`config.mk`:
```
export PLATFORM = sky130hd
export DESIGN_NAME = three_bit_dff_down_counter
export DESIGN_NICKNAME = d
export VERILOG_FILES = /design/src/rtl/three_bit_dff_down_counter_pkg.sv /design/src/rtl/dff_sync_clr.sv /design/src/rtl/three_bit_dff_down_counter.sv
export SDC_FILE = /design/constraint.sdc
export NUM_CORES = 1
export LEC_CHECK = 0
export ABC_CLOCK_PERIOD_IN_PS = 4410
export CELL_PAD_IN_SITES_DETAIL_PLACEMENT = 1
export CELL_PAD_IN_SITES_GLOBAL_PLACEMENT = 2
export CORE_MARGIN = 8
export CORE_UTILIZATION = 25
export CTS_CLUSTER_SIZE = 16
export DETAILED_ROUTE_END_ITERATION = 16
export PLACE_DENSITY_LB_ADDON = 0.1
export SLEW_MARGIN = 40
export SYNTH_ARGS = -nofsm -noshare
export SYNTH_HDL_FRONTEND = slang
export SYNTH_HIERARCHICAL = 1
export SYNTH_SLANG_ARGS = --single-unit
export TNS_END_PERCENT = 100
```
`constraint.sdc`:
```
create_clock -name Clk -period 4.41 [get_ports Clk]
set_input_delay 0.882 -clock Clk [delete_from_list [all_inputs] [get_ports Clk]]
set_output_delay 0.882 -clock Clk [all_outputs]
set_load 0.02 [all_outputs]
```
`src/rtl/three_bit_dff_down_counter_pkg.sv`:
```
// three_bit_dff_down_counter_pkg: shared width, reload reset value and count reset value
package three_bit_dff_down_counter_pkg;
  localparam int CNT_WIDTH = 3;
  localparam logic [63:0] CNT_RELOAD_RST = '1;
  localparam logic [63:0] CNT_RST_VAL = '0;
endpackage

```
`src/rtl/dff_sync_clr.sv`:
```
// dff_sync_clr: D flop with synchronous active-high clear (clk, clr, d in; q out)
module dff_sync_clr #(
  parameter logic RST_VAL = 1'b0
) (
  input  logic clk,
  input  logic clr,
  input  logic d,
  output logic q
);
  always_ff @(posedge clk) q <= clr ? RST_VAL : d;
endmodule

```
`src/rtl/three_bit_dff_down_counter.sv`:
```
// three_bit_dff_down_counter: loadable down counter with wrap/auto-reload (Clk, Clr, En, Load, LoadVal, AutoReload in; count, Borrow, Zero out)
module three_bit_dff_down_counter
  import three_bit_dff_down_counter_pkg::*;
#(
  parameter int WIDTH = CNT_WIDTH,
  parameter logic [WIDTH-1:0] RELOAD_RST = WIDTH'(CNT_RELOAD_RST)
) (
  input  logic             Clk,
  input  logic             Clr,
  input  logic             En,
  input  logic             Load,
  input  logic [WIDTH-1:0] LoadVal,
  input  logic             AutoReload,
  output logic [WIDTH-1:0] count,
  output logic             Borrow,
  output logic             Zero
);
  localparam logic [WIDTH-1:0] CNT_RST = WIDTH'(CNT_RST_VAL);
  logic [WIDTH-1:0] count_d, reload_d, reload_q;
  logic borrow_d, borrow_q, underflow;
  always_comb begin
    underflow = En && !Load && count == '0;
    count_d = Load ? LoadVal : !En ? count : underflow ? (AutoReload ? reload_q : '1) : count - 1'b1;
    reload_d = Load ? LoadVal : reload_q;
    borrow_d = underflow;
  end
  always_ff @(posedge Clk) begin
    reload_q <= Clr ? RELOAD_RST : reload_d;
    borrow_q <= Clr ? 1'b0 : borrow_d;
  end
  for (genvar i = 0; i < WIDTH; i++) begin : g_bit
    dff_sync_clr #(.RST_VAL(CNT_RST[i])) u_dff (
      .clk(Clk),
      .clr(Clr),
      .d  (count_d[i]),
      .q  (count[i])
    );
  end
  assign Borrow = borrow_q;
  assign Zero = count == '0;
endmodule

```
Word level (Yosys, flattened, before mapping):

Cells that the tools add are included.

* flip-flop bits (word level): 7
* input bits: 8
* output and inout bits: 5
* logic and storage cells: 15

* add/subtract/negate cells: 1
* multiplexer cells: 4
* reductions and logical operators: 5

Operators with widths (number)
* $mux 3: 4
* $logic_not 3->1: 1
* $sub 3x1->3 const B: 1
* $logic_and 1x1->1: 2
* $reduce_bool 2->1: 1
* $logic_not 1->1: 1

Logic depth before layout (Yosys ltp):

* depth after elaboration: 6
* depth in mapped cells: 6
* mapped depth without buffers: 6

Modules after synthesis:

Netlist, hierarchy kept.

By module, submodules not included
* three_bit_dff_down_counter: times used 1, cells an instance 36, area each 277.8 um^2, sequential area each 80.1 um^2
* dff_sync_clr: times used 3, cells an instance 2, area each 33.8 um^2, sequential area each 20.0 um^2

Worst setup path before layout:

Ideal clock, no wire load.

* kind: reg2out
* start point: register g_bit[0].u_dff.q
* end point: output Zero
* arrival time: 1.015 ns
* required time: 3.528 ns
* slack: 2.513 ns
* cell stages (with the launch flop): 5
* buffers on the path: 0
* cell sequence: dfxtp_1 > inv_1 > ha_1 > nand2b_1 > inv_1

* word-level cells in the longest chain between the ends: 1

RTL lines
* start, declared: line dff_sync_clr.sv:8 `output logic q`
* start signal, assigned: line dff_sync_clr.sv:10 `always_ff @(posedge clk) q <= clr ? RST_VAL : d;`
* $logic_not 3->1: line three_bit_dff_down_counter.sv:40 `assign Zero = count == '0;`
* end, declared: line three_bit_dff_down_counter.sv:16 `output logic Zero`

Every way passes these cells.

Final worst setup path:

Ends and elaborated chain as after synthesis.

==> metrics <==
vias 361; Max-slew headroom 69.6%; Final Max Slew Viols 0; LEAKAGE 0.000238 uW; proportion of layout cells with a drive suffix above 1 17.2%; WP data arrival 1.72 ns; PD cells 322 nW/um2; initial cell density of the core 25.8%; startpoint type of the worst setup path flip-flop; setup TNS 0 ns; reg2reg start g_bit[0].u_dff/q; die area 3020 um2; area added between synthesis and finish 43.9%; Mapped Nets 52; post-CTS setup buffer count 0; CTS tree done; DR DRC count 0; worst hold path class reg2reg; drt first pass iters 3; Crit path top cell by count inv_1; Yosys warnings 6; cells after synthesis 42; placed insts 70; CTS H-tree depth 1; register area share after synthesis 37.0%; drt wl/cell 13.8 um; fmax 384 MHz; remaining antenna violation count 0; pin count of the biggest net entering global routing 8; Fillers 183; routability cong. 0.777; die span in y 54.9 um; total CTS buffers 3; Crit path required time 3.53 ns; Critical Path Source g_bit[0].u_dff/q; Routed WL 1.02 mm; first-pass GRT wire length 1.83 mm; vias in the first global route 404; gr ovfl total 0; post-cts sizing count 0; Max IR drop VDD 116 uV; RSZ-0062 raised after global routing false; First DRT Iteration DRCs 1; Clock Skew 0.00532 ns; Seq cells post-synth 7; min Tclk post-route 2.60 ns; io pins 13; final setup violation count 0; clock latency on the worst-skew pair 0.25 ns; final std cells w/o fill 74; Nets 69; Root Buffer Master clkbuf_4; crit path max-delay cell type clkdlybuf4s50_1; GRT Overall Usage 8.71%; core box area 1470 um2; Clock Path Buffers 2; max_cap viols 0; area of the multi-input gates 224 um2; Hold Startpoint reload_q[2]; post-synthesis cell type count 19; Port Buffers 12; dpl hpwl 837 um; Worst path max stage delay 0.54 ns; Cell Area, Synth 379 um2; status finished clean; register area 140 um2; post-DR vias/cell 4.88; Worst Path Max Fanout 5; CTS Hold Buffers Added 0; die width 54.9 um; Crit Path Class reg2out; total clock sinks 7; Slew @ Worst Pin 0.454 ns; Mean Syn Cell Area 9.03 um2; clock slew at reported path FFs 0.06 ns; fin crit share 59.0%; Final Hold Fails 0; Worst Setup End Kind output pin; Core Rows 14; n_diodes 0; critical path cell sequence inv_1 -> ha_1 -> nand2b_1 -> inv_1 -> clkdlybuf4s50_1; initial antenna violation count 0
[logic make-up after synthesis]
logic type	share of synthesized area, %
AO/OA/AOI/OAI	9.90
adder cells (fa/ha/maj)	6.60
buffers and inverters	3.96
flip-flops	37.0
AND/OR/NAND/NOR	42.6
[synth_stat cells (all sizes together)]
cell type	n	area, um2
nand3b	1	7.51
nor2	2	7.51
nand2	8	30.0
nor3	2	10.0
and3	1	7.51
nor4bb	1	10.0
o41ai	1	8.76
ha	2	25.0
inv	4	15.0
a211o	1	10.0
o311ai	1	8.76
nand2b	2	20.0
dfxtp	7	140
a21oi	2	10.0
nand3	2	10.0
nor2b	3	41.3
and3b	1	10.0
or4	1	7.51
[routing by layer]
metal	wire (um)	track usage (%)	vias to the layer above	part of all wire, %
li1	-	-	178	-
met1	469	10.1	169	46
met2	447	12.5	10	44
met3	77	3.21	4	7.5
met4	26	7.20	0	2.5
met5	0	0	-	0
[registers in the layout, summed over array words and instances, names as in the netlist]
name,count
reload_q,3
g_bit.u_dff/q,3
Borrow,1
[layout by cell type, fill, tap and decap left out, types with 2 or more instances in the layout]
| cell | count |
|---|---|
| nor3_1 | 2 |
| dfxtp_1 | 7 |
| ha_1 | 2 |
| nor2_1 | 2 |
| inv_1 | 4 |
| clkdlybuf4s50_1 | 12 |
| nand3_1 | 2 |
| a21oi_1 | 2 |
| nor2b_4 | 3 |
| nand2_1 | 8 |
| clkbuf_4 | 3 |
[report_power, final]
| group | internal [uW] | total, uW | switching (uW) |
|---|---|---|---|
| clock network | 34.7 | 60.4 | 25.7 |
| logic | 23.8 | 44.6 | 20.8 |
| registers | 67.8 | 70.8 | 3.01 |
| total | 126 | 176 | 49.6 |
[worst max-delay path: cells and delay by family, from the launching register on]
kind,cells,cell delay (ns)
buffers and inverters,3,0.68
and+or+nand+nor,1,0.17
adders and majority gates,1,0.23
DFF,1,0.38
[metrics by stage]
step | power [uW] | instance area, um2 | util [%] | hold WS [ns] | setup WS (ns)
floorplan | 95.7 | 379 | - | 0.421 | 2.51
global placement | 117 | 519 | 35.3 | 0.450 | 2.06
detailed placement | 118 | 519 | 35.3 | 0.480 | 2.02
CTS | 179 | 546 | 37.1 | 0.490 | 1.77
global route | 187 | 546 | 37.1 | 0.524 | 1.69
finish | 176 | 546 | 37.1 | 0.480 | 1.81
[cell type report]
type | instances | share of cell area (%)
Clock buffer | 4 | 4.82
Inverter | 4 | 2.75
Sequential cell | 7 | 25.7
Timing Repair Buffer | 12 | 22.0
Tap cell | 16 | 3.67
Multi-Input combinational cell | 31 | 41.1
[worst paths after layout]
check	end	slack, ns	cells past startpoint
worst max-delay path	Zero	1.81	5
worst min-delay path	reload_q[2]	0.48	2
worst max register to register	g_bit[2].u_dff/q	2.78	6
worst min register to register	reload_q[2]	0.48	2
Power figures use the tool's default switching activity.
